<file path="src/rtl/pe_result_drain_if.sv">
// Result stream from the drain to downstream map inflation: value, occupancy
// bit and end-of-line marker under a valid/ready handshake.
interface pe_result_drain_if #(
    parameter int OUT_WIDTH = 8
);
    logic [OUT_WIDTH-1:0] out_data;
    logic                 out_occ;
    logic                 out_last;
    logic                 out_valid;
    logic                 out_ready;

    modport master (
        output out_data, out_occ, out_last, out_valid,
        input  out_ready
    );

    modport slave (
        input  out_data, out_occ, out_last, out_valid,
        output out_ready
    );
endinterface

</file>
<file path="src/rtl/pe_result_drain.sv">
// Reduces PE-array row sums to one result, scales/saturates/thresholds it,
// buffers it in a FWFT FIFO and streams it out, stalling the array before overflow.
module pe_result_drain #(
    parameter int KERNEL_SIZE  = 3,
    parameter int DATA_WIDTH   = 8,
    parameter int WEIGHT_WIDTH = 8,
    parameter int OUT_WIDTH    = 8,
    parameter int SHIFT        = 0,
    parameter int FIFO_DEPTH   = 16,
    parameter int SKID         = 6,
    parameter int LINE_WIDTH   = 64,
    localparam int SUM_WIDTH   = DATA_WIDTH + WEIGHT_WIDTH + KERNEL_SIZE,
    localparam int ACC_WIDTH   = SUM_WIDTH + $clog2(KERNEL_SIZE),
    localparam int LVL_W       = $clog2(FIFO_DEPTH) + 1
) (
    input  logic                             clk,
    input  logic                             rstn,
    input  logic [SUM_WIDTH*KERNEL_SIZE-1:0] sum_in,
    input  logic                             sum_valid,
    input  logic [ACC_WIDTH-1:0]             threshold,
    input  logic                             clear_ovf,
    pe_result_drain_if.master                out_if,
    output logic                             stall,
    output logic                             overflow,
    output logic [LVL_W-1:0]                 fifo_level
);
    localparam int PTR_W = $clog2(FIFO_DEPTH);
    localparam int COL_W = (LINE_WIDTH > 1) ? $clog2(LINE_WIDTH) : 1;
    localparam int ENT_W = OUT_WIDTH + 1;

    logic [ACC_WIDTH-1:0] row_total;
    logic [ACC_WIDTH-1:0] s1_total;
    logic [ACC_WIDTH-1:0] scaled;
    logic [OUT_WIDTH-1:0] sat_val;
    logic                 s1_valid;
    logic                 s2_valid;
    logic [OUT_WIDTH-1:0] s2_val;
    logic                 s2_occ;

    logic [ENT_W-1:0]     mem [FIFO_DEPTH];
    logic [PTR_W-1:0]     wr_ptr;
    logic [PTR_W-1:0]     rd_ptr;
    logic [COL_W-1:0]     col;
    logic                 full;
    logic                 empty;
    logic                 push;
    logic                 pop;
    logic                 drop;

    always_comb begin
        row_total = '0;
        for (int r = 0; r < KERNEL_SIZE; r++) begin
            row_total = row_total + ACC_WIDTH'(sum_in[r*SUM_WIDTH +: SUM_WIDTH]);
        end
    end

    assign scaled  = s1_total >> SHIFT;
    assign sat_val = (|scaled[ACC_WIDTH-1:OUT_WIDTH]) ? '1 : scaled[OUT_WIDTH-1:0];

    always_ff @(posedge clk) begin
        if (!rstn) begin
            s1_valid <= 1'b0;
            s1_total <= '0;
            s2_valid <= 1'b0;
            s2_val   <= '0;
            s2_occ   <= 1'b0;
        end else begin
            s1_valid <= sum_valid;
            if (sum_valid) begin
                s1_total <= row_total;
            end
            s2_valid <= s1_valid;
            if (s1_valid) begin
                s2_val <= sat_val;
                s2_occ <= (s1_total >= threshold);
            end
        end
    end

    assign full  = (fifo_level == LVL_W'(FIFO_DEPTH));
    assign empty = (fifo_level == '0);
    assign pop   = !empty && out_if.out_ready;
    // A pop in the same cycle frees a slot, so a full FIFO still accepts the push.
    assign push  = s2_valid && (!full || pop);
    assign drop  = s2_valid && full && !pop;

    always_ff @(posedge clk) begin
        if (push) begin
            mem[wr_ptr] <= {s2_val, s2_occ};
        end
    end

    always_ff @(posedge clk) begin
        if (!rstn) begin
            wr_ptr     <= '0;
            rd_ptr     <= '0;
            fifo_level <= '0;
            overflow   <= 1'b0;
            stall      <= 1'b0;
            col        <= '0;
        end else begin
            if (push) begin
                wr_ptr <= wr_ptr + PTR_W'(1);
            end
            if (pop) begin
                rd_ptr <= rd_ptr + PTR_W'(1);
                col    <= (col == COL_W'(LINE_WIDTH - 1)) ? '0 : col + COL_W'(1);
            end
            case ({push, pop})
                2'b10:   fifo_level <= fifo_level + LVL_W'(1);
                2'b01:   fifo_level <= fifo_level - LVL_W'(1);
                default: fifo_level <= fifo_level;
            endcase
            if (drop) begin
                overflow <= 1'b1;
            end else if (clear_ovf) begin
                overflow <= 1'b0;
            end
            stall <= (fifo_level >= LVL_W'(FIFO_DEPTH - SKID));
        end
    end

    always_comb begin
        out_if.out_data = '0;
        out_if.out_occ  = 1'b0;
        if (!empty) begin
            {out_if.out_data, out_if.out_occ} = mem[rd_ptr];
        end
    end

    assign out_if.out_valid = !empty;
    assign out_if.out_last  = !empty && (col == COL_W'(LINE_WIDTH - 1));
endmodule

</file>
<file path="src/flat_wrapper.sv">
// flat-port wrapper written by rule: the top's interface ports become plain ports
module pe_result_drain_flat 
#(
    parameter int KERNEL_SIZE  = 3,
    parameter int DATA_WIDTH   = 8,
    parameter int WEIGHT_WIDTH = 8,
    parameter int OUT_WIDTH    = 8,
    parameter int SHIFT        = 0,
    parameter int FIFO_DEPTH   = 16,
    parameter int SKID         = 6,
    parameter int LINE_WIDTH   = 64,
    localparam int SUM_WIDTH   = DATA_WIDTH + WEIGHT_WIDTH + KERNEL_SIZE,
    localparam int ACC_WIDTH   = SUM_WIDTH + $clog2(KERNEL_SIZE),
    localparam int LVL_W       = $clog2(FIFO_DEPTH) + 1
)
  (clk, rstn, sum_in, sum_valid, threshold, clear_ovf, stall, overflow, fifo_level, out_if_out_data, out_if_out_occ, out_if_out_last, out_if_out_valid, out_if_out_ready);
  pe_result_drain_if #(.OUT_WIDTH(OUT_WIDTH)) out_if_i ();
  input  logic clk;
  input  logic rstn;
  input  logic [SUM_WIDTH*KERNEL_SIZE-1:0] sum_in;
  input  logic sum_valid;
  input  logic [ACC_WIDTH-1:0] threshold;
  input  logic clear_ovf;
  output logic stall;
  output logic overflow;
  output logic [LVL_W-1:0] fifo_level;
  output wire logic [$bits(out_if_i.out_data)-1:0] out_if_out_data;
  output wire logic [$bits(out_if_i.out_occ)-1:0] out_if_out_occ;
  output wire logic [$bits(out_if_i.out_last)-1:0] out_if_out_last;
  output wire logic [$bits(out_if_i.out_valid)-1:0] out_if_out_valid;
  input wire logic [$bits(out_if_i.out_ready)-1:0] out_if_out_ready;
  assign out_if_out_data = out_if_i.out_data;
  assign out_if_out_occ = out_if_i.out_occ;
  assign out_if_out_last = out_if_i.out_last;
  assign out_if_out_valid = out_if_i.out_valid;
  assign out_if_i.out_ready = out_if_out_ready;
  pe_result_drain #(.KERNEL_SIZE(KERNEL_SIZE), .DATA_WIDTH(DATA_WIDTH), .WEIGHT_WIDTH(WEIGHT_WIDTH), .OUT_WIDTH(OUT_WIDTH), .SHIFT(SHIFT), .FIFO_DEPTH(FIFO_DEPTH), .SKID(SKID), .LINE_WIDTH(LINE_WIDTH)) u_core (.clk(clk), .rstn(rstn), .sum_in(sum_in), .sum_valid(sum_valid), .threshold(threshold), .clear_ovf(clear_ovf), .out_if(out_if_i), .stall(stall), .overflow(overflow), .fifo_level(fifo_level));
endmodule
</file>
<file path="config.mk">
export PLATFORM = sky130hd
export DESIGN_NAME = pe_result_drain_flat
export DESIGN_NICKNAME = d
export VERILOG_FILES = /design/src/rtl/pe_result_drain_if.sv /design/src/rtl/pe_result_drain.sv /design/src/flat_wrapper.sv
export SDC_FILE = /design/constraint.sdc
export NUM_CORES = 1
export LEC_CHECK = 0
export BUFFER_PORTS_ARGS = -buffer_cell sky130_fd_sc_hd__buf_2
export CELL_PAD_IN_SITES_DETAIL_PLACEMENT = 1
export CELL_PAD_IN_SITES_GLOBAL_PLACEMENT = 1
export CORE_AREA = 8 8 179 181
export DETAILED_ROUTE_END_ITERATION = 6
export DIE_AREA = 0 0 187 189
export GPL_ROUTABILITY_DRIVEN = 0
export PLACE_DENSITY_LB_ADDON = 0.1
export REMOVE_ABC_BUFFERS = 1
export SYNTH_ARGS = -nofsm -noshare
export SYNTH_HDL_FRONTEND = slang
export SYNTH_SLANG_ARGS = --single-unit
</file>
<file path="constraint.sdc">
create_clock -name clk -period 3.3 [get_ports clk]
set_input_delay 0.165 -clock clk [delete_from_list [all_inputs] [get_ports clk]]
set_output_delay 0.165 -clock clk [all_outputs]
set_load 0.05 [all_outputs]
</file>
## Yosys cells after proc, flatten, opt, wreduce, memory -nomap -nowiden

Memories as Yosys holds them, arrays and structs flattened. A register that Yosys moved wholly into a read port is not among the register bits.
Cells that the tools add are included.
Widths: inputs -> output; s select.

| word-level totals | value |
|---|---|
| bits in registers | 53 |
| RAM bits | 144 |
| logic and storage cells | 49 |
| memories kept | 1 |

Memories:

| memory | depth | width | rd ports | clocked after Yosys merged registers in | write ports | line | text |
|---|---|---|---|---|---|---|---|
| u_core.mem | 16 | 9 | 1 | 1 | 1 | pe_result_drain.sv:40 | `logic [ENT_W-1:0] mem [FIFO_DEPTH];` |

| cells by class | value |
|---|---|
| add/sub/neg operators | 7 |
| magnitude comparators | 2 |
| equality and inequality tests | 4 |
| muxes and demuxes | 11 |
| reduce and logical (&&, ||, !) cells | 13 |

Operators by type and width:

| kind | count |
|---|---|
| $add 21x19->21 | 1 |
| $ge 21x21->1 | 1 |
| $add 19x19->20 | 1 |
| $mux 8 | 2 |
| $reduce_or 13->1 | 1 |
| $pmux 5 s2 | 1 |
| $add 4x1->4 const B | 2 |
| $mux 4 | 2 |
| $add 6x1->6 const B | 1 |
| $eq 6x6->1 const B | 1 |
| $mux 6 | 1 |
| $add 5x1->5 const B | 1 |
| $eq 5x5->1 const B | 1 |
| $ge 5x4->1 const B | 1 |
| $logic_and 1x1->1 | 5 |
| $logic_not 5->1 | 1 |
| $mux 1 | 5 |
| $sub 5x1->5 const B | 1 |
| $reduce_bool 2->1 | 2 |
| $logic_not 1->1 | 3 |
| $eq 2x1->1 const B | 1 |
| $eq 2x2->1 const B | 1 |
| $logic_or 1x1->1 | 1 |

## Logic depth before layout (Yosys ltp)

| logic depth | value |
|---|---|
| depth after elaboration | 7 |
| mapped depth | 18 |
| depth with buffers taken out | 18 |

## Worst setup path before layout

Ideal clock, no wire load.

| timing path | value |
|---|---|
| kind | input-to-reg |
| from | in sum_in[0] |
| to | reg u_core.s1_total[19] |
| setup time | 139 ps |
| data arrival time | 3403 ps |
| path slack | -242 ps |
| stages | 18 |
| buffers on the path | 0 |
| cells stage by stage | ha_1 > fa_1 > a21o_1 > a21oi_1 > o21ai_0 > a211oi_1 > o31ai_1 > a21oi_1 > xnor2_1 > ha_1 > a21oi_1 > o21ai_0 > a22o_1 > a31oi_1 > nor4b_4 > o31ai_4 > xnor2_1 > a21oi_1 |

| between the ends | value |
|---|---|
| cells in the longest elaborated chain, start to end | 2 |

Ends and longest elaborated chain:

| item | line | text |
|---|---|---|
| start: declaration | flat_wrapper.sv:20 | `input logic [SUM_WIDTH*KERNEL_SIZE-1:0] sum_in;` |
| $add 19x19->20 | pe_result_drain.sv:53 | `row_total = row_total + ACC_WIDTH'(sum_in[r*SUM_WIDTH +: SUM_WIDTH]);` |
| $add 21x19->21 | pe_result_drain.sv:53 |  |
| end signal: assignment | pe_result_drain.sv:70 | `s1_total <= row_total;` |
| end: declaration | pe_result_drain.sv:32 | `logic [ACC_WIDTH-1:0] s1_total;` |

Every way passes these cells.
A chain may end at the register's enable or synchronous reset.

## Final worst setup path

| timing path | value |
|---|---|
| from | in sum_in[1] |
| to | reg u_core.s1_total[15] |

The elaborated chain is that of the path after synthesis.

==> out/metrics.cfg <==
[run_status]
status=finished clean

[routing]
drcViolationCount=0
wl_per_cell_um=18.0
dr.pass1.iters=4
ant_nets=0
num_vias=6588
dr.first_iter.drc_count=184
drt-total-wl_um=24000
viasPerCell=4.94

[power_and_ir_drop]
intPower_mw=5.41
cellPowerDensity_nw_per_um2=635
leakage_nw=4.85
power_frac_comb_pct=31.5
switching_share_pct=31.2
p_seq_share_pct=38.1
p_clk_share_pct=30.4
vdd_drop_max_mv=0.321
switchingPower_mw=2.46

[hold_path]
hold_path_end=u_core.s1_total[0]
min_path_cells=4
hold_start=sum_in[38]
hold_class=input port to flop

[worst_setup_path]
r2r_cells=13
arrival_ns=3.60
critPathKind=input port to flop
regToRegStartpoint=u_core.fifo_level[0]
start_kind=input port
r2r_slack_ns=0.33
reg2reg_to=u_core.fifo_level[4]
endpoint_kind=flop
worstPathRequired_ns=3.65
path_max_fanout=2

[grt]
antenna_found_initial=1
grt_max_degree=37
grt-ovfl-total=0
grt_pass1_vias=7536
grt_pass1_wl_um=39200
grt_usage_pct=13.6

[clock_network]
cts-root-buf=clkbuf_16
numCtsBuffers=21
clock_latency_ns=0.49
cts_tree=yes
clk_pin_slew_ns=0.06
htree_levels=1
ctsLongestPathBuffers=3
clock_sinks=201

[synthesis]
yosysTopAreaCell=edfxtp_1
synth_compound_area_share_pct=9.10
ys_warn_count=0
syn_avg_cell_area_um2=13.3
synthDistinctLibCells=58
synth_top_family_by_area=multiplexers
async_reset_ff_share_pct=0
yosysTopAreaCellShare_pct=43.2
netlist_instances=753
synthTopCellsByArea=edfxtp_1, dfxtp_1, mux4_2
ys_seq_area_share_pct=54.6
ys.flop_type=edfxtp_1
yosys.area_share.simple_pct=8.53
netlist_area_um2=10000
synth-seq-cells=201
synth_fa_ha_area_share_pct=9.73
synth_edf_count=144
synthXorXnorAreaFrac_pct=3.85
muxShareOfSynthArea_pct=11.5

[final_layout]
diodes=0
layout.area.seq_um2=5470
syn2layout_area_growth_pct=23.8
drive_above_1_share_pct=31.7
final_area_um2=12400
filler_cell_count=3105
fin_nets=1088
multi_input_comb_area_um2=4460

[timing]
fin_skew_ns=0.00891
hold_viol_final=0
hold_ws_ns=0.0566
slew_headroom_pct=40.0
grt_setup_unrepaired=true
min_period_ns=3.25
fmax_mhz=308
setup_slack_ns=0.0516
setup_viol=0
worst_slew_pin_slew_ns=0.897
slew_viol_final=0
post-route-period-util_pct=98.4

[placement]
pre_cts_ws_ns=-0.732
dp_hpwl_um=18000
port-buffer-count=100
placed_cell_area_um2=11400

[floorplanning]
start_util_pct=34.2
die_w_um=187
dieArea_um2=35300
ios=101
dieHeight_um=189
rows=63
core_um2=29200

[job]
maxCapViolations=0

==> cells in the mapped netlist, drive strengths merged, types with 2 or more instances <==
| cell | n |
|---|---|
| o221a | 8 |
| o21ai | 20 |
| nor4b | 2 |
| nor4 | 3 |
| a21boi | 2 |
| nor3b | 2 |
| xor2 | 18 |
| nor2b | 7 |
| nor2 | 62 |
| or3 | 3 |
| xnor2 | 26 |
| and3 | 3 |
| a31oi | 5 |
| dfxtp | 57 |
| mux2i | 14 |
| fa | 3 |
| nand2b | 3 |
| a41o | 2 |
| clkbuf | 15 |
| o22a | 2 |
| or2 | 3 |
| nand3 | 13 |
| and4 | 2 |
| nand4 | 8 |
| o21a | 5 |
| a21oi | 41 |
| o211ai | 5 |
| edfxtp | 144 |
| a21o | 14 |
| and2 | 14 |
| nor3 | 16 |
| o31ai | 4 |
| inv | 43 |
| nand2 | 28 |
| buf | 10 |
| o31a | 2 |
| ha | 73 |
| o21bai | 4 |
| mux4 | 45 |
| a211oi | 7 |
| or4 | 2 |
==> placed cells by master (no fill, tap or decap), drive strengths merged, types with 4 or more instances in the layout <==
cell type  netlist  final
a211oi           7      7
a21o            14     14
a21oi           41     41
a31oi            5      5
and2            14     14
buf             10    177
clkbuf          15     26
clkinv           1      8
dfxtp           57     57
edfxtp         144    144
ha              73     73
inv             43     45
mux2i           14     14
mux4            45     45
nand2           28     28
nand3           13     13
nand4            8      8
nor2            62     62
nor2b            7      7
nor3            16     16
o211ai           5      5
o21a             5      5
o21ai           20     20
o21bai           4      4
o221a            8      8
o31ai            4      4
xnor2           26     26
xor2            18     18
==> kinds of logic (layout without fill, tap and decap cells) <==
kind of cell               after synthesis  in the layout
AOI/OAI and AO/OA                      131            131
xor gates and xnor gates                44             44
adders and majority gates               76             76
buffers and inverters                   69            260
DFF                                    201            201
muxes                                   59             59
and+or+nand+nor                        173            173
==> layer usage <==
layer	global-route usage (%)	wire, um	vias up	share of wire, %
met5	0	0	-	0
met1	16.6	10600	3234	44
li1	-	-	3209	-
met2	24.4	12000	112	50
met3	1.91	727	33	3.0
met4	4.25	579	0	2.4
==> registers in the layout, indices dropped and copies added, names as in the netlist, 4 cells and up, named ones only <==
signal / cells
u_core.mem: 144
u_core.s1_total: 21
u_core.s2_val: 8
u_core.col: 6
u_core.fifo_level: 5
u_core.rd_ptr: 4
u_core.wr_ptr: 4
==> per-stage QoR <==
step                cells  TNS [ns]  utilization, %  power (mW)
finish               1334         0            42.4        7.86
global route         1334    -0.738            42.4        8.29
CTS                  1330         0            41.6        7.91
detailed placement   1289     -5.29            39.1        5.46
global placement     1289     -4.36            39.1        5.39
floorplan             728    -0.700               -        4.66
==> layout make-up <==
class,count,area share (%)
flip-flops and latches,201,44.1
well taps,390,3.94
inverters,44,1.33
repair buffers,178,8.99
multi-input cells,483,36.0
clock buffers,26,4.47
clock inverters,12,1.12
==> repair_timing <==
action	in CTS	in global routing
buffers inserted	2	4
hold endpoints to repair	1	0
pin swaps	6	30
hold buffers	1	0
resized for setup	7	37
endpoints found under the setup margin	4	9
==> power groups by stage <==
stage / sequential, mW / clock, mW / combinational (mW)
3_3_place_gp: 3.04 / 0 / 2.36
5_1_grt: 3.02 / 2.55 / 2.73
4_1_cts: 3.00 / 2.47 / 2.44
6_report: 2.99 / 2.39 / 2.48
3_5_place_dp: 3.05 / 0 / 2.41
2_1_floorplan: 3.12 / 0 / 1.54
==> how the worst max path moves through the flow <==
| stage | start | endpoint | slack [ns] | depth (start not counted) |
|---|---|---|---|---|
| after floorplan | sum_in[0] | u_core.s1_total[17] | -0.24 | 18 |
| after global placement | sum_in[0] | u_core.s1_total[17] | -0.68 | 20 |
| after detailed placement | sum_in[0] | u_core.s1_total[17] | -0.73 | 20 |
| after CTS | sum_in[0] | u_core.s1_total[19] | 0.004 | 20 |
| after global routing | sum_in[0] | u_core.s1_total[15] | -0.28 | 21 |
| final | sum_in[1] | u_core.s1_total[15] | 0.05 | 19 |
==> worst max-delay path: stages <==
cell,delay (ns)
buf_2,0.13
ha_4,0.24
a21oi_2,0.17
o211ai_1,0.15
or4_4,0.55
o2111ai_4,0.09
a21boi_2,0.09
o21ai_1,0.14
nand2b_1,0.10
xor2_2,0.16
ha_1,0.31
and2_4,0.16
a22o_1,0.21
a31oi_1,0.23
buf_4,0.15
or2b_1,0.22
xor2_1,0.14
mux2i_1,0.13
nor2_1,0.06
Power figures use the tool's default switching activity.
